--- src/rtl/fft_pkg.sv ---
// Shared types and constants for the 8-point FFT twiddle sequencer.
// Holds the W8 table values, FSM state type and result tag layout.
package fft_pkg;

    localparam logic [31:0] W8_ONE      = 32'h3F800000;
    localparam logic [31:0] W8_NEG_ONE  = 32'hBF800000;
    localparam logic [31:0] W8_RT_HALF  = 32'h3F3504F3;
    localparam logic [31:0] W8_NRT_HALF = 32'hBF3504F3;

    typedef enum logic [2:0] {
        ST_IDLE,
        ST_ISSUE,
        ST_DRAIN,
        ST_FLUSH,
        ST_DONE
    } state_t;

    typedef struct packed {
        logic [1:0] stage;
        logic [1:0] bf;
    } tw_tag_t;

    // One slot of the result-alignment delay line
    typedef struct packed {
        logic    tag_v;
        logic    shadow_v;
        logic    is_mj;
        tw_tag_t tag;
    } dl_t;

    function automatic int l_mw_f(input int l_mul, input int l_add);
        return l_mul + l_add;
    endfunction

endpackage

--- src/rtl/dffr.sv ---
// Plain register with asynchronous active-low clear.
// Every state element in the sequencer is built from this cell.
module dffr #(
    parameter int W = 1
) (
    input  logic         clk,
    input  logic         rst_n,
    input  logic [W-1:0] d,
    output logic [W-1:0] q
);

    always_ff @(posedge clk or negedge rst_n) begin
        if (!rst_n) q <= '0;
        else        q <= d;
    end

endmodule

--- src/rtl/twiddle_rom8.sv ---
// W8^k lookup in IEEE-754 single precision.
// is_mj marks k=2, where the multiply reduces to a -j rotation.
module twiddle_rom8
    import fft_pkg::*;
(
    input  logic [1:0]  k,
    output logic [31:0] w_re,
    output logic [31:0] w_im,
    output logic        is_mj
);

    always_comb begin
        w_re  = W8_ONE;
        w_im  = '0;
        is_mj = 1'b0;
        unique case (k)
            2'd0: begin
                w_re = W8_ONE;
                w_im = '0;
            end
            2'd1: begin
                w_re = W8_RT_HALF;
                w_im = W8_NRT_HALF;
            end
            2'd2: begin
                w_re  = '0;
                w_im  = W8_NEG_ONE;
                is_mj = 1'b1;
            end
            2'd3: begin
                w_re = W8_NRT_HALF;
                w_im = W8_NRT_HALF;
            end
            default: ;
        endcase
    end

endmodule

--- src/rtl/fft8_twiddle_sched.sv ---
// Stage/butterfly sequencer for the 8-point radix-2 DIT twiddle stage.
// Issues operand reads, feeds the twiddle pipe, aligns select and tag.
module fft8_twiddle_sched
    import fft_pkg::*;
#(
    parameter int L_MUL = 3,
    parameter int L_ADD = 2,
    parameter int L_BF  = 2
) (
    input  logic        clk,
    input  logic        rst_n,
    input  logic        start,
    input  logic        abort,
    output logic        busy,
    output logic        done,
    output logic        rd_en,
    output logic [2:0]  rd_addr,
    output logic        tp_valid_in,
    output logic [31:0] tp_w_re,
    output logic [31:0] tp_w_im,
    output logic        tp_is_mj,
    input  logic        tp_valid_out,
    output logic        tag_valid,
    output logic [1:0]  tag_stage,
    output logic [1:0]  tag_bf,
    output logic        err_align
);

    localparam int L_MW    = l_mw_f(L_MUL, L_ADD);
    localparam int CW      = 8;
    localparam int D_BAR   = 1 + L_MW + L_BF;
    localparam int D_FLUSH = 1 + L_MW;
    localparam int TPW     = 1 + 32 + 32 + 1 + 4;
    localparam int DLW     = $bits(dl_t);

    state_t         state;
    state_t         state_nx;
    logic [2:0]     state_raw;
    logic [1:0]     s_q, s_nx;
    logic [1:0]     j_q, j_nx;
    logic [CW-1:0]  cnt_q, cnt_nx;
    logic           flush;

    dffr #(.W(3)) u_state (
        .clk   (clk),
        .rst_n (rst_n),
        .d     (state_nx),
        .q     (state_raw)
    );
    assign state = state_t'(state_raw);

    dffr #(.W(4 + CW)) u_ctr (
        .clk   (clk),
        .rst_n (rst_n),
        .d     ({s_nx, j_nx, cnt_nx}),
        .q     ({s_q, j_q, cnt_q})
    );

    always_comb begin
        state_nx = state;
        s_nx     = s_q;
        j_nx     = j_q;
        cnt_nx   = cnt_q;
        rd_en    = 1'b0;
        done     = 1'b0;
        flush    = abort && (state == ST_ISSUE ||
                             state == ST_DRAIN ||
                             state == ST_DONE);
        unique case (state)
            ST_IDLE: begin
                if (start) begin
                    state_nx = ST_ISSUE;
                    s_nx     = 2'd0;
                    j_nx     = 2'd0;
                end
            end
            ST_ISSUE: begin
                rd_en = 1'b1;
                j_nx  = j_q + 2'd1;
                if (j_q == 2'd3) begin
                    state_nx = ST_DRAIN;
                    cnt_nx   = CW'(D_BAR);
                end
            end
            ST_DRAIN: begin
                cnt_nx = cnt_q - 1'b1;
                if (cnt_q == CW'(1)) begin
                    if (s_q == 2'd2) begin
                        state_nx = ST_DONE;
                    end else begin
                        state_nx = ST_ISSUE;
                        s_nx     = s_q + 2'd1;
                        j_nx     = 2'd0;
                    end
                end
            end
            ST_DONE: begin
                done     = 1'b1;
                state_nx = ST_IDLE;
            end
            ST_FLUSH: begin
                cnt_nx = cnt_q - 1'b1;
                if (cnt_q == CW'(1)) state_nx = ST_IDLE;
            end
            default: state_nx = ST_IDLE;
        endcase
        // Cancel wins over whatever the state would have done this cycle
        if (flush) begin
            state_nx = ST_FLUSH;
            cnt_nx   = CW'(D_FLUSH);
            rd_en    = 1'b0;
            done     = 1'b0;
        end
    end

    assign busy = (state != ST_IDLE);

    logic [2:0] half, pos, grp, top, k_w, addr_c;
    logic [1:0] k;

    // Bit-reversed input: bottom operand sits half above the top one
    always_comb begin
        half   = 3'd1 << s_q;
        pos    = {1'b0, j_q} & (half - 3'd1);
        grp    = {1'b0, j_q} >> s_q;
        top    = (grp << (s_q + 2'd1)) + pos;
        addr_c = top + half;
        k_w    = pos << (2'd2 - s_q);
        k      = k_w[1:0];
    end

    assign rd_addr = rd_en ? addr_c : 3'd0;

    logic [31:0] rom_re, rom_im;
    logic        rom_mj;

    twiddle_rom8 u_rom (
        .k     (k),
        .w_re  (rom_re),
        .w_im  (rom_im),
        .is_mj (rom_mj)
    );

    logic [TPW-1:0] tp_d, tp_q;
    logic           mj_s0;
    tw_tag_t        tag_s0;

    assign tp_d = {rd_en,
                   rd_en ? rom_re : 32'd0,
                   rd_en ? rom_im : 32'd0,
                   rd_en & rom_mj,
                   s_q, j_q};

    dffr #(.W(TPW)) u_tp (
        .clk   (clk),
        .rst_n (rst_n),
        .d     (tp_d),
        .q     (tp_q)
    );
    assign {tp_valid_in, tp_w_re, tp_w_im, mj_s0, tag_s0} = tp_q;

    dl_t dl [0:L_MW];

    assign dl[0] = '{tag_v:    tp_valid_in,
                     shadow_v: tp_valid_in,
                     is_mj:    mj_s0,
                     tag:      tag_s0};

    // Shadow valid keeps tracking the pipe through an abort; tag_v does not
    for (genvar i = 0; i < L_MW; i++) begin : g_dl
        dl_t d_i;
        always_comb begin
            d_i = dl[i];
            if (flush) d_i.tag_v = 1'b0;
        end
        dffr #(.W(DLW)) u_ff (
            .clk   (clk),
            .rst_n (rst_n),
            .d     (d_i),
            .q     (dl[i+1])
        );
    end

    assign tag_valid = dl[L_MW].tag_v;
    assign tag_stage = dl[L_MW].tag.stage;
    assign tag_bf    = dl[L_MW].tag.bf;
    assign tp_is_mj  = dl[L_MW].is_mj;

    dffr #(.W(1)) u_err (
        .clk   (clk),
        .rst_n (rst_n),
        .d     (err_align | (tp_valid_out != dl[L_MW].shadow_v)),
        .q     (err_align)
    );

endmodule

--- config.mk ---
export PLATFORM = sky130hd
export DESIGN_NAME = fft8_twiddle_sched
export DESIGN_NICKNAME = d
export VERILOG_FILES = /design/src/rtl/fft_pkg.sv /design/src/rtl/dffr.sv /design/src/rtl/twiddle_rom8.sv /design/src/rtl/fft8_twiddle_sched.sv
export SDC_FILE = /design/constraint.sdc
export NUM_CORES = 1
export LEC_CHECK = 0
export BUFFER_PORTS_ARGS = -buffer_cell sky130_fd_sc_hd__buf_2
export CAP_MARGIN = 20
export CORE_ASPECT_RATIO = 0.5
export CORE_MARGIN = 2
export CORE_UTILIZATION = 55
export DETAILED_ROUTE_END_ITERATION = 8
export PLACE_DENSITY = 0.84
export SLEW_MARGIN = 20
export SYNTH_ARGS = -nofsm -noshare
export SYNTH_HDL_FRONTEND = slang
export SYNTH_SLANG_ARGS = --single-unit
--- constraint.sdc ---
create_clock -name clk -period 7.55 [get_ports clk]
set_input_delay 1.51 -clock clk [delete_from_list [all_inputs] [get_ports clk]]
set_output_delay 1.51 -clock clk [all_outputs]
set_load 0.01 [all_outputs]
# Yosys cells after proc, flatten, opt, wreduce, memory -nomap -nowiden
# Cells that the tools add are included.
dict set report classes {
  addsub 7
  eq_ne 18
  shift 4
  muxes 32
  bitwise_logic 3
  n_reduce_logical 15
}
# op count
set op_table {}
lappend op_table {{32-bit one-hot mux with 4 select lines} 1}
lappend op_table {{32-bit one-hot mux with 3 select lines} 1}
lappend op_table {{32-bit two-way mux} 2}
lappend op_table {{3-bit two-way mux} 7}
lappend op_table {{8-bit two-way mux} 2}
lappend op_table {{8-bit one-hot mux with 2 select lines} 1}
lappend op_table {{3-bit one-hot mux with 4 select lines} 1}
lappend op_table {{4-bit AND reduction} 3}
lappend op_table {{1-bit two-way mux} 10}
lappend op_table {{2-bit two-way mux} 5}
lappend op_table {{3-bit nonzero test} 3}
lappend op_table {{2-bit == test (second input constant)} 4}
lappend op_table {{8-bit by 1-bit == test with 1-bit output (second input constant)} 1}
lappend op_table {{8-bit by 1-bit subtractor with 8-bit output (second input constant)} 1}
lappend op_table {{3-bit adder} 2}
lappend op_table {{3-bit by 2-bit == test with 1-bit output (second input constant)} 2}
lappend op_table {{3-bit by 2-bit != test with 1-bit output (second input constant)} 2}
lappend op_table {{3-bit != test (second input constant)} 2}
lappend op_table {{2-bit one-hot mux with 3 select lines} 1}
lappend op_table {{2-bit by 1-bit adder with 2-bit output (second input constant)} 2}
lappend op_table {{2-bit != test (second input constant)} 2}
lappend op_table {{2-bit one-hot mux with 2 select lines} 1}
lappend op_table {{2-bit OR reduction} 2}
lappend op_table {{2-bit by 3-bit AND with 3-bit output} 1}
lappend op_table {{other kinds (19)} 20}
dict set report word_totals {
  ff_bits 121
  in_bits 5
  elab_cells 90
}

# Longest topological paths before layout
# Gate-level depths: netlist of run 1.
dict set report depth {
  word_depth 8
  ltp_mapped 12
}

# Hierarchy
# Synthesis of run 1 repeated with hierarchy kept, for this count alone.
dict set report hier_totals {
  cells_unflattened 391
  area_unflattened_um2 4813.4
}
# module n_inst cells_each area_per_inst_um2
set modules_own_cells {}
lappend modules_own_cells {{dffr (u_tp)} 1 70 1751.7}
lappend modules_own_cells {fft8_twiddle_sched 1 204 1305.0}
lappend modules_own_cells {{dffr (g_dl[0].u_ff ...)} 5 7 175.2}
lappend modules_own_cells {twiddle_rom8 1 66 480.5}
lappend modules_own_cells {{dffr (u_ctr)} 1 12 300.3}
lappend modules_own_cells {{dffr (u_state)} 1 3 75.1}
lappend modules_own_cells {{dffr (u_err)} 1 1 25.0}

# Least setup slack after synthesis of run 1
# OpenSTA, ideal clock, no wires.
dict set report synth_path {
  kind {reg-to-output}
  start {register u_ctr.q[10]}
  end {output rd_addr[2]}
  t_arrival_ns 2.441
  required_time_ns 6.040
  path_slack_ns 3.599
  stages_incl_launch_ff 12
  path_cell_list {dfrtp_1 clkbuf_1 inv_1 ha_1 clkbuf_1 nor4b_1 ha_1 ha_1 xor2_1 xnor2_1 xnor2_1 nor2_1}
}
dict set report synth_via {
  elab_chain_len 6
  elab_cells_between_ends 9
  classes_between {add/sub: 4; shift: 3; mux: 1; bitwise: 1}
}
# element line_no
set synth_lines {}
lappend synth_lines {{start, declared} dffr.sv:9} ;# output logic [W-1:0] q
lappend synth_lines {{start signal, assigned} dffr.sv:13} ;# if (!rst_n) q <= '0;
lappend synth_lines {{start signal, assigned} dffr.sv:14} ;# else q <= d;
lappend synth_lines {{1-bit by 2-bit << shifter with 3-bit output} fft8_twiddle_sched.sv:123} ;# half = 3'd1 << s_q;
lappend synth_lines {{3-bit by 1-bit subtractor with 3-bit output} fft8_twiddle_sched.sv:124} ;# pos = {1'b0, j_q} & (half - 3'd1);
lappend synth_lines {{2-bit by 3-bit AND with 3-bit output} fft8_twiddle_sched.sv:124}
lappend synth_lines {{3-bit adder} fft8_twiddle_sched.sv:126} ;# top = (grp << (s_q + 2'd1)) + pos;
lappend synth_lines {{3-bit adder (*)} fft8_twiddle_sched.sv:127} ;# addr_c = top + half;
lappend synth_lines {{3-bit two-way mux (*)} fft8_twiddle_sched.sv:132} ;# assign rd_addr = rd_en ? addr_c : 3'd0;
lappend synth_lines {{end, declared} fft8_twiddle_sched.sv:17} ;# output logic [2:0] rd_addr,
# Every way passes the cells marked *; elsewhere a longest branch is shown, timed or not.

# Worst setup path after layout of run 1
# Ends and elaborated chain as after synthesis.

==> results of run 1 <==
==> cell type report <==
type	count	area [µm²]
Clock buffer	11	141
Tap cell	70	87.6
Inverter	8	30.0
Clock inverter	4	47.5
Timing Repair Buffer	57	288
Fill cell	396	1970
Multi-Input combinational cell	141	866
Sequential cell	62	1550
==> worst register-to-register path, cell delays in order (launching register included) <==
cell and delay [ns]:
sky130_fd_sc_hd__dfrtp_1 0.52, sky130_fd_sc_hd__inv_1 0.15, sky130_fd_sc_hd__ha_1 0.30, sky130_fd_sc_hd__nor4b_1 0.34, sky130_fd_sc_hd__nand4_1 0.30, sky130_fd_sc_hd__nand3_1 0.17
sky130_fd_sc_hd__o21ai_0 0.10
==> flip-flops by register name (all words and copies together), names as in the netlist <==
name and count:
u_state.q 3, u_err.q 1, u_tp.q 11, g_dl.u_ff.q 35, u_ctr.q 12
==> cell usage in the layout, fill, tap and decap left out, types with 3 or more instances in the layout <==
| cell type | Yosys | routed |
|---|---|---|
| sky130_fd_sc_hd__o211ai_1 | 4 | 4 |
| sky130_fd_sc_hd__nor2_1 | 9 | 9 |
| sky130_fd_sc_hd__conb_1 | 1 | 26 |
| sky130_fd_sc_hd__inv_1 | 7 | 7 |
| sky130_fd_sc_hd__nand2_1 | 13 | 13 |
| sky130_fd_sc_hd__nand2b_1 | 4 | 4 |
| sky130_fd_sc_hd__dfrtp_1 | 62 | 62 |
| sky130_fd_sc_hd__nor4b_1 | 3 | 3 |
| sky130_fd_sc_hd__xnor2_1 | 5 | 5 |
| sky130_fd_sc_hd__and2_1 | 7 | 7 |
| sky130_fd_sc_hd__xor2_1 | 3 | 3 |
| sky130_fd_sc_hd__clkbuf_8 | 0 | 10 |
| sky130_fd_sc_hd__nor3_1 | 4 | 4 |
| sky130_fd_sc_hd__a31oi_1 | 4 | 4 |
| sky130_fd_sc_hd__ha_1 | 9 | 9 |
| sky130_fd_sc_hd__nand3_1 | 6 | 6 |
| sky130_fd_sc_hd__o21ai_0 | 12 | 12 |
| sky130_fd_sc_hd__buf_2 | 2 | 56 |
==> layer usage <==
metal / vias to the layer above / global-route usage / wire, µm / part of all wire
li1: 817 / - / - / -
met1: 781 / 0.184 / 1780 / 0.42
met2: 72 / 0.255 / 2050 / 0.49
met3: 2 / 0.0667 / 324 / 0.078
met4: 0 / 0.0833 / 31 / 0.0074
met5: - / 0 / 0 / 0
==> cell usage after synthesis, types with 2 or more instances <==
cell | instances | area share
sky130_fd_sc_hd__or2b_1 | 2 | 0.0052
sky130_fd_sc_hd__o211ai_1 | 4 | 0.010
sky130_fd_sc_hd__nor3_1 | 4 | 0.0070
sky130_fd_sc_hd__a31oi_1 | 4 | 0.0087
sky130_fd_sc_hd__nor2b_1 | 2 | 0.0044
sky130_fd_sc_hd__nand3_1 | 6 | 0.010
sky130_fd_sc_hd__and2b_1 | 2 | 0.0052
sky130_fd_sc_hd__nand2b_1 | 4 | 0.0087
sky130_fd_sc_hd__ha_1 | 9 | 0.039
sky130_fd_sc_hd__inv_1 | 7 | 0.0092
sky130_fd_sc_hd__xor2_1 | 3 | 0.0092
sky130_fd_sc_hd__nor4_1 | 2 | 0.0044
sky130_fd_sc_hd__xnor2_1 | 5 | 0.015
sky130_fd_sc_hd__nand4_1 | 2 | 0.0044
sky130_fd_sc_hd__nand2_1 | 13 | 0.017
sky130_fd_sc_hd__and3_1 | 2 | 0.0044
sky130_fd_sc_hd__clkbuf_1 | 5 | 0.0066
sky130_fd_sc_hd__a21oi_1 | 2 | 0.0035
sky130_fd_sc_hd__buf_4 | 64 | 0.17
sky130_fd_sc_hd__nor4b_1 | 3 | 0.0092
sky130_fd_sc_hd__buf_2 | 2 | 0.0035
sky130_fd_sc_hd__nor2_1 | 9 | 0.012
sky130_fd_sc_hd__or3_1 | 2 | 0.0044
sky130_fd_sc_hd__or3b_1 | 2 | 0.0061
sky130_fd_sc_hd__and2_1 | 7 | 0.015
sky130_fd_sc_hd__o21ai_0 | 12 | 0.021
sky130_fd_sc_hd__dfrtp_1 | 62 | 0.54
sky130_fd_sc_hd__o211a_1 | 2 | 0.0070
==> cells by family (layout without fill, tap and decap cells) <==
logic type,count (synthesis),in the layout
AOI/OAI and AO/OA,31,31
xor gates and xnor gates,8,8
adders and majority gates,9,9
buffers and inverters,79,80
DFF,62,62
other,1,26
and+or+nand+nor,67,67
==> through the flow <==
| stage | utilization | hold WS [ns] | instance area, µm² |
|---|---|---|---|
| finish | 0.605 | 0.346 | 3010 |
| global placement | 0.567 | 0.331 | 2820 |
| detailed placement | 0.567 | 0.335 | 2820 |
| floorplan | - | 0.331 | 2960 |
| CTS | 0.605 | 0.348 | 3010 |
| global route | 0.605 | 0.350 | 3010 |
==> power by group <==
group / internal [mW] / switching (mW) / total [mW]
registers: 0.427 / 0.0758 / 0.503
clock network: 0.158 / 0.114 / 0.272
logic: 0.133 / 0.171 / 0.304
total: 0.718 / 0.361 / 1.08
==> worst paths after layout <==
check	cells past startpoint	slack [ns]	endpoint	start
hold / removal	0	0.35	g_dl[3].u_ff.q[1]	g_dl[2].u_ff.q[1]
max in group asynchronous	2	5.72	g_dl[0].u_ff.q[5]	rst_n
min in group asynchronous	2	1.34	u_ctr.q[7]	rst_n
hold reg to reg	0	0.35	g_dl[3].u_ff.q[1]	g_dl[2].u_ff.q[1]
setup reg to reg	6	5.54	u_ctr.q[10]	u_ctr.q[10]
setup / recovery	10	3.09	rd_addr[2]	u_ctr.q[10]
==> implementation parameters, run 1 <==
Parameter                              Value

Timing
  Final hold vios    0
  Final sum of negative setup slack    0 ns
  Final worst-path cycle share    0.591
  Relative slew slack    0.508
  Setup slack after layout    3.09 ns
  Final critical-path required period    4.46 ns
  Upper clock frequency limit    224 MHz
  Unrepaired setup endpoints after global routing    no
  Final Setup Violations    0
  Worst clock skew on the final layout    a little under 0.007 ns
  Final number of max-transition violations    0
  Actual slew at the worst max-slew pin    about 0.74 ns

Floorplanning
  Initial Util    0.575
  Width of the chip    106 µm
  IO Pins    83
  Overall die height    55.0 µm
  Die Footprint    ~5800 µm²
  Core region area    roughly 5000 µm²
  Number of rows created at floorplan    18

Job
  Number of violations of the max-capacitance limit    0

Worst setup path
  Highest-delay cell along the critical path    sky130_fd_sc_hd__dfrtp_1
  Required time of the critical path    6.04 ns
  Worst path buffer plus inverter count    2
  Critical Path Source Type    flip-flop
  Crit end category    output port
  Setup CP Type    reg2out
  Crit path cell chain    inv_1, ha_1, nor4b_1, ha_1, ha_1, xor2_1, xnor2_1, xnor2_1, nor2_1, buf_2
  Worst-path maximum fanout    10
  Data arrival time at the worst-slack endpoint    around 3 ns
  Cell type with the highest occurrence count on the critical path    sky130_fd_sc_hd__ha_1
  Dominant delay contributor by cell family on the critical path    adder cells
  Stage delay of the slowest cell on the critical path    around 0.52 ns

Global routing
  Number of antenna violations at the first check in global routing    0
  Global-route wire length before repair    around 6.6 mm
  Tot GR Track Use    0.156
  Vias in the first global route    1424
  Pin count of the biggest net entering global routing    63
  Remaining Overflow, GRT    0

Route
  Via count normalized by instance count    between 4 and 5
  DRC viols    0
  Drt total wl    4.18 mm
  Detailed-routing iteration count for the pre-antenna-repair pass    4
  Initial drt markers    ~160
  Vias    1672
  Detailed-route wire length per cell    11.8 µm
  Number of antenna-violating nets in the routed design    0

Run status
  Status    finished clean

Yosys
  Number of different library cells in the post-synthesis netlist    42
  Simple-gate area share of the yosys netlist    0.131
  Post-Synthesis Cell Area    around 2900 µm²
  Proportion of synthesized area in mux cells    0
  Adder-Cell Fraction of Synth Area    0.0393
  Synth Register Bits    62
  Mean post-synth cell area    11.1 µm²
  Synthesized-area fraction occupied by ao, oa, aoi and oai cells    0.0739
  Synthesis Warnings    0
  Share of flip-flops with an asynchronous set or reset    1.00
  Xor/xnor share of the synthesized area    0.0245
  Seq/Total Area, Yosys    0.542
  Number of enable-type register cells in the synthesized netlist    0
  Main combinational cell family by area after synthesis    buffers and inverters
  Primary FF master, synth    sky130_fd_sc_hd__dfrtp_1
  Cells after synthesis    257

Cells and area
  Share of layout cells above drive strength 1    0.261
  Antenna diodes    0
  Total number of nets in the final design    293
  Layout Cells excl Fill    approximately 350
  Post-synthesis to final-layout area growth    5.20%

Clock tree
  Cts hold-fix bufs    0
  Post-cts sizing count    0
  CTS tree    done
  Worst-Skew Late Latency    0.33 ns
  Maximum clock insertion buffer count    2
  Clock transition at the registers of the reported paths    around 0.07 ns
  # Post-CTS Setup Buffers    0
  Total clock buffers created by CTS    9
  H-tree level count    3
  Buffer type at the clock tree root    sky130_fd_sc_hd__clkbuf_8
  Clock tree sinks    62

Placed design
  Final RePlAce weighted congestion    approximately 0.86
  Placed Instances    338
  I/O Buffers    56
  HPWL Detailed    2.94 mm
  Worst Setup Slack post-DPL    3.48 ns

Power and ir drop
  Pleak    around 1.6 nW
  Pwr Total    1.08 mW
  Maximum vdd ir drop    165 µV
  Pwr dens    358 nW/µm²

Min path
  HP Class    reg2reg
Note: power is estimated with default switching activity, not from simulation.
==> inputs of run 2 (changes only) <==
CORE_UTILIZATION = 46   (was 55)
PLACE_DENSITY = 0.75   (was 0.84)
clock period = 3.6 ns   (was 7.55 ns; I/O delays follow)
==> implementation parameters, run 2 (synthesis gave the netlist of run 1 again) <==
Parameter                              Value

Timing
  Actual slew at the worst max-slew pin    0.586 ns (-0.152 ns)
  Final worst-path cycle share    0.970
  Final Setup Violations    0 (unchanged)
  Final critical-path required period    ~3.5 ns
  Final sum of negative setup slack    0 ns (unchanged)
  Final number of max-transition violations    0 (unchanged)
  Final hold vios    0 (unchanged)
  Worst-case hold slack    0.340 ns (-0.00582 ns)
  Upper clock frequency limit    roughly 290 MHz
  Setup slack after layout    0.110 ns (-2.98 ns)
  Unrepaired setup endpoints after global routing    no
  Worst clock skew on the final layout    0.00332 ns (-0.00341 ns)
  Relative slew slack    0.609 (+0.101)

Global routing
  Tot GR Track Use    0.130 (-0.0259)
  Pin count of the biggest net entering global routing    51 (-19%)
  Global-route wire length before repair    6.78 mm (+2.7%)
  Vias in the first global route    1521 (+6.8%)
  Number of antenna violations at the first check in global routing    0 (unchanged)
  Remaining Overflow, GRT    0 (unchanged)

Cells and area
  Most common cell after layout, fill and taps aside    sky130_fd_sc_hd__dfrtp_1
  Share of layout cells above drive strength 1    0.275 (+0.0132)
  Antenna diodes    0 (unchanged)
  Total number of nets in the final design    293 (unchanged)
  Finished Cell Area    3150 µm² (+4.5%)
  Most frequent cells in the layout    sky130_fd_sc_hd__dfrtp_1 (61), sky130_fd_sc_hd__buf_2 (55), sky130_fd_sc_hd__conb_1 (26), sky130_fd_sc_hd__nand2_1 (13), sky130_fd_sc_hd__o21ai_0 (12)
  Post-synthesis to final-layout area growth    9.97%
  Largest registers    g_dl.u_ff.q (35), u_ctr.q (12), u_tp.q (11)
  Register with the highest flop count    g_dl.u_ff.q
  Number of flip-flops in the largest register    35 (unchanged)
  Fill cell count    527 (+33%)

Clock tree
  Cts hold-fix bufs    0 (unchanged)
  H-tree level count    3 (unchanged)
  Worst-Skew Late Latency    0.32 ns (about the same)
  Clock transition at the registers of the reported paths    0.05 ns (-0.02 ns)
  Total clock buffers created by CTS    9 (unchanged)
  CTS tree    done
  Buffer type at the clock tree root    sky130_fd_sc_hd__clkbuf_16
  Maximum clock insertion buffer count    2 (unchanged)
  Clock tree sinks    62 (unchanged)
  # Post-CTS Setup Buffers    0 (unchanged)

Floorplanning
  Initial Util    0.475 (-0.100)
  Core region area    6030 µm² (+21%)
  Overall die height    59.8 µm (+8.7%)
  Width of the chip    116 µm (+9.0%)
  Die Footprint    6910 µm² (+18%)
  IO Pins    83 (unchanged)
  Number of rows created at floorplan    20 (+2)

Placed design
  Final RePlAce weighted congestion    0.820 (-4.7%)
  HPWL Detailed    3.04 mm (+3.3%)
  Worst Setup Slack post-DPL    0.196 ns (-3.29 ns)
  Cell area reported after detailed placement    2850 µm² (+0.80%)
  I/O Buffers    56 (unchanged)

Worst setup path
  Setup CP Type    reg2out
  Worst-path maximum fanout    10 (unchanged)
  Data arrival time at the worst-slack endpoint    2.77 ns (-0.18 ns)
  Highest-delay cell along the critical path    sky130_fd_sc_hd__dfrtp_2
  Crit path cell chain    inv_1, ha_2, nor4b_2, ha_1, ha_1, xor2_1, xnor2_1, xnor2_1, nor2_1, buf_2
  Critical Path Source Type    flip-flop
  Stage delay of the slowest cell on the critical path    0.48 ns (-0.04 ns)
  Crit end category    output port
  Worst R2R Setup Slack    1.81 ns (-3.73 ns)
  Required time of the critical path    2.88 ns (-3.16 ns)

Route
  Detailed-routing iteration count for the pre-antenna-repair pass    4 (unchanged)
  DRC viols    0 (unchanged)
  Vias    1727 (+3.3%)
  Initial drt markers    53 (-66%)
  Drt total wl    4.26 mm (+2.0%)
  Via count normalized by instance count    4.64 (-2.0%)
  Detailed-route wire length per cell    11.5 µm (-3.2%)
  Number of antenna-violating nets in the routed design    0 (unchanged)

Job
  Number of violations of the max-capacitance limit    0 (unchanged)

Min path
  HP Class    reg2reg

Power and ir drop
  Maximum vdd ir drop    319 µV (+94%)
  Pwr dens    803 nW/µm² (+120%)
  Pleak    1.67 nW (+2.9%)

Run status
  Status    finished clean
-- run 2: changes by cell type in the layout (fill, tap and decap cells not counted), sizes merged --
cell / before / now
clkinv: 2 / 3
inv: 8 / 9
clkbuf: 11 / 10
-- run 2: through the flow --
| stage | cells | util | total power [mW] |
|---|---|---|---|
| finish | 372 | 0.522 | 2.53 |
| global route | 372 | 0.522 | 2.71 |
| CTS | 372 | 0.521 | 2.55 |
| detailed placement | 356 | 0.472 | 1.71 |
| global placement | 356 | 0.472 | 1.64 |
| floorplan | 282 | - | 1.57 |
-- run 2: worst max-delay path, delay by kind of cell (launching register included) --
kind | cells | cell delay (ns)
XOR/XNOR | 3 | 0.53
buffers and inverters | 2 | 0.29
flip-flops | 1 | 0.48
AND/OR/NAND/NOR | 2 | 0.30
adder cells (fa/ha/maj) | 3 | 0.85
-- run 2: worst paths after layout --
| path | startpoint | endpoint | depth (start not counted) |
|---|---|---|---|
| min reg2reg | u_tp.q[0] | g_dl[0].u_ff.q[0] | 0 |
| min | u_tp.q[0] | g_dl[0].u_ff.q[0] | 0 |
| max | u_ctr.q[10] | rd_addr[2] | 10 |
| min in group asynchronous | rst_n | u_ctr.q[4] | 1 |
| max reg2reg | u_ctr.q[10] | u_ctr.q[8] | 6 |
| max in group asynchronous | rst_n | g_dl[4].u_ff.q[3] | 2 |
-- run 2: cell type report --
cell class / count / area (µm²) / share of cell area
inverter: 8 / 30.0 / 0.00954
clock buffer: 10 / 229 / 0.0727
sequential: 62 / 1550 / 0.493
clock inverter: 6 / 61.3 / 0.0195
timing repair buffer: 57 / 290 / 0.0922
tap: 88 / 110 / 0.0350
multi-input combinational: 141 / 875 / 0.278
-- run 2: power breakdown --
| part | switching (mW) | total, mW | internal (mW) |
|---|---|---|---|
| sequential | 0.164 | 1.06 | 0.897 |
| clock | 0.284 | 0.817 | 0.533 |
| combinational | 0.362 | 0.648 | 0.285 |
| total | 0.811 | 2.53 | 1.72 |
-- run 2: metal layers --
metal	wire length, µm	vias up	share of wire	GRT usage
met5	0	-	0	0
met4	80	0	0.019	0.0775
met3	288	9	0.068	0.0507
met2	2130	68	0.50	0.217
met1	1770	842	0.41	0.146
li1	-	808	-	-
-- run 2: repair_timing --
item | in CTS | in global routing
endpoints found under the setup margin | 1 | 1
gates resized for setup | 2 | 1
pin swaps | 0 | 0
cloned | 0 | 0
==> inputs of run 3 (changes only) <==
CORE_UTILIZATION = 52   (was 46)
PLACE_DENSITY = 0.78   (was 0.75)
SYNTH_HIERARCHICAL = 1   (was unset)
==> implementation parameters, run 3 <==
Parameter                              Value

Run status
  Status    complete, but fails checks
  Violations in the final reports    DRC

Timing
  Relative slew slack    0.426 (-0.183)
  Worst clock skew on the final layout    0.00755 ns (+0.00423 ns)
  Final sum of negative setup slack    0 ns (unchanged)
  Final Setup Violations    0 (unchanged)
  Unrepaired setup endpoints after global routing    no
  Worst-case hold slack    0.338 ns (-0.00202 ns)
  Final number of max-transition violations    0 (unchanged)
  Actual slew at the worst max-slew pin    0.861 ns (+0.275 ns)
  Upper clock frequency limit    290 MHz (+1.3%)
  Final worst-path cycle share    0.957 (-0.0122)
  Final critical-path required period    3.45 ns (-0.0439 ns)
  Final hold vios    0 (unchanged)

Floorplanning
  IO Pins    83 (unchanged)
  Initial Util    0.543 (+0.0687)
  Number of rows created at floorplan    24 (+20%)
  Width of the chip    140 µm (+21%)
  Overall die height    72.0 µm (+20%)
  Core region area    8860 µm² (+47%)
  Die Footprint    10100 µm² (+46%)

Job
  Number of violations of the max-capacitance limit    0 (unchanged)

Power and ir drop
  Maximum vdd ir drop    424 µV (+33%)
  Pwr dens    760 nW/µm² (-5.3%)
  Fraction of power consumed by the clock network    0.377 (+0.054)
  Power share of the sequential group    0.421 (about the same)
  Net load switching power    1.23 mW (+52%)
  Part of the total power dissipated in combinational logic    0.202 (-0.054)
  Pint    3.02 mW (+76%)
  Pleak    2.97 nW (+78%)
  Net switching share of the total power    0.290 (-0.0313)

Cells and area
  Finished Cell Area    5590 µm² (+78%)
  Share of the core filled with cells in the final layout    0.631 (+0.109)
  Post-synthesis to final-layout area growth    16.1%
  Share of layout cells above drive strength 1    0.285 (+0.0108)
  Number of flip-flops in the largest register    70 (+100%)
  Total number of nets in the final design    461 (+57%)
  Register with the highest flop count    u_tp/q
  Largest registers    u_tp/q (70), g_dl.u_ff/q (35), u_ctr/q (12)
  Antenna diodes    0 (unchanged)
  Most common cell after layout, fill and taps aside    sky130_fd_sc_hd__dfrtp_1
  Most frequent cells in the layout    sky130_fd_sc_hd__dfrtp_1 (120), sky130_fd_sc_hd__buf_2 (81), sky130_fd_sc_hd__and2_1 (73), sky130_fd_sc_hd__conb_1 (26), sky130_fd_sc_hd__clkbuf_16 (17)

Placed design
  Final RePlAce weighted congestion    0.847 (+3.4%)
  Cell area reported after detailed placement    5010 µm² (+76%)
  HPWL Detailed    4.63 mm (+52%)
  I/O Buffers    82 (+46%)

Yosys
  Fraction of post-synthesis cell area in the top cell type by area    0.629 (+0.0871)
  Synthesized-area fraction occupied by ao, oa, aoi and oai cells    0.0473 (-0.0266)
  Number of enable-type register cells in the synthesized netlist    0 (unchanged)
  Most numerous cell in the Yosys netlist    sky130_fd_sc_hd__dfrtp_1
  Share of flip-flops with an asynchronous set or reset    1.00 (unchanged)
  Post-Synthesis Cell Area    4810 µm² (+68%)
  Adder-Cell Fraction of Synth Area    0.0260 (-0.0133)
  Cells after synthesis    391 (+52%)
  Main combinational cell family by area after synthesis    simple AND/OR/NAND/NOR gates
  Proportion of synthesized area in mux cells    0 (unchanged)
  Seq/Total Area, Yosys    0.629 (+0.0871)
  Mean post-synth cell area    12.3 µm² (+11%)
  Number of different library cells in the post-synthesis netlist    48 (+14%)
  Main area contributors after synthesis    sky130_fd_sc_hd__dfrtp_1 (63%), sky130_fd_sc_hd__buf_4 (9.5%), sky130_fd_sc_hd__and2_1 (9.5%), sky130_fd_sc_hd__ha_1 (2.6%), sky130_fd_sc_hd__a21oi_1 (1.1%)
  Xor/xnor share of the synthesized area    0.0109 (-0.0136)
  Synth Register Bits    121 (+95%)
  Simple-gate area share of the yosys netlist    0.172 (+0.0414)
  Primary FF master, synth    sky130_fd_sc_hd__dfrtp_1
  Most common library cells after synthesis    sky130_fd_sc_hd__dfrtp_1 (121), sky130_fd_sc_hd__and2_1 (73), sky130_fd_sc_hd__buf_4 (61)
  Largest area contributor in the netlist    sky130_fd_sc_hd__dfrtp_1
  Synthesis Warnings    6 (+6)

Route
  Drt total wl    7.64 mm (+79%)
  Via count normalized by instance count    4.63 (-0.19%)
  Initial drt markers    139 (+160%)
  Number of antenna-violating nets in the routed design    0 (unchanged)
  Detailed-route wire length per cell    13.3 µm (+16%)
  Detailed-routing iteration count for the pre-antenna-repair pass    6 (+2)
  Vias    2669 (+55%)
  DRC viols    9 (+9)

Worst setup path
  End of the worst register-to-register path    u_tp/q[62]
  Critical Path Source Type    flip-flop
  Required time of the critical path    2.88 ns (about the same)
  Crit path cell chain    inv_2, ha_2, nor4b_2, ha_1, ha_1, xor2_1, xnor2_1, nand3_1, o21ai_1, buf_2
  Dominant delay contributor by cell family on the critical path    adder cells
  Setup crit end    rd_addr[2]
  Worst-path maximum fanout    8 (-2)
  Stages on the worst setup path    10 (unchanged)
  Highest-delay cell along the critical path    sky130_fd_sc_hd__dfrtp_2
  Cell type with the highest occurrence count on the critical path    sky130_fd_sc_hd__ha_1
  Data arrival time at the worst-slack endpoint    2.73 ns (-0.04 ns)
  Stage delay of the slowest cell on the critical path    0.45 ns (-0.03 ns)
  Crit Reg-Reg Startpoint    u_ctr/q[11]
  Setup CP Type    reg2out
  Worst R2R Path Depth    6 (unchanged)
  Worst path buffer plus inverter count    2 (unchanged)
  Launch point of the worst path    u_ctr/q[11]
  Crit end category    output port
  Worst R2R Setup Slack    1.74 ns (-0.07 ns)

Clock tree
  Cts hold-fix bufs    0 (unchanged)
  Post-cts sizing count    1 (-1)
  Worst-Skew Late Latency    0.40 ns (+0.08 ns)
  CTS tree    done
  Clock transition at the registers of the reported paths    0.05 ns (about the same)
  Maximum clock insertion buffer count    2 (unchanged)
  Total clock buffers created by CTS    17 (+8)
  H-tree level count    4 (+1)
  Buffer type at the clock tree root    sky130_fd_sc_hd__clkbuf_16
  Clock tree sinks    121 (+95%)
  # Post-CTS Setup Buffers    0 (unchanged)

Global routing
  Pin count of the biggest net entering global routing    69 (+35%)
  Remaining Overflow, GRT    0 (unchanged)
  Global-route wire length before repair    12.6 mm (+86%)
  Vias in the first global route    2574 (+69%)
  Tot GR Track Use    0.167 (+0.0367)
  Number of antenna violations at the first check in global routing    0 (unchanged)

Min path
  HP Class    reg2reg
[run 3: area by class of cell]
class	count	area [µm²]
Timing Repair Buffer	87	463
Fill cell	659	3270
Clock inverter	9	97.6
Clock buffer	23	468
Tap cell	117	146
Sequential cell	121	3030
Multi-Input combinational cell	211	1360
Inverter	8	30.0
[run 3: per-stage QoR]
step	cells	setup slack (ns)	power [mW]
after global routing	576	0.00837	4.50
after detailed placement	544	0.420	2.65
final	576	0.154	4.25
after global placement	544	0.496	2.61
after CTS	576	0.0230	4.29
after floorplan	416	0.471	2.58
[run 3: worst reg2reg max path: cells and delay by family (launching register included)]
kind,cells,cell delay [ns]
adder cells (fa/ha/maj),1,0.40
flip-flops,1,0.43
buffers and inverters,2,0.37
AND/OR/NAND/NOR,3,0.59
[run 3: worst min path at each step]
stage | from | end | slack (ns) | depth (start not counted)
6_report | g_dl[0].u_ff/q[4] | g_dl[1].u_ff/q[4] | 0.34 | 0
5_1_grt | g_dl[0].u_ff/q[4] | g_dl[1].u_ff/q[4] | 0.35 | 0
4_1_cts | g_dl[0].u_ff/q[4] | g_dl[1].u_ff/q[4] | 0.34 | 0
3_5_place_dp | g_dl[2].u_ff/q[0] | g_dl[3].u_ff/q[0] | 0.33 | 0
3_3_place_gp | g_dl[2].u_ff/q[5] | g_dl[3].u_ff/q[5] | 0.33 | 0
2_1_floorplan | u_tp/q[0] | g_dl[0].u_ff/q[0] | 0.33 | 0
[run 3: cells by family (layout without fill, tap and decap cells)]
logic type	count (synthesis)	in the layout
flops	121	121
buf+inv	84	127
simple gates	132	132
fa+ha+maj	10	10
other cells	1	26
compound gates	37	37
xor+xnor	6	6
[run 3: power groups by stage]
stage / clock network (mW) / logic, mW / registers, mW
6_report: 1.60 / 0.856 / 1.79
5_1_grt: 1.70 / 0.970 / 1.82
4_1_cts: 1.64 / 0.855 / 1.79
3_5_place_dp: 0 / 0.847 / 1.80
3_3_place_gp: 0 / 0.819 / 1.79
2_1_floorplan: 0 / 0.817 / 1.76
[run 3: layer usage]
layer | wire length (µm) | global-route usage | vias up
met1 | 3540 | 0.216 | 1304
met5 | 0 | 0 | -
met2 | 3700 | 0.255 | 69
met4 | 106 | 0.0976 | 0
met3 | 294 | 0.0528 | 9
li1 | - | - | 1287
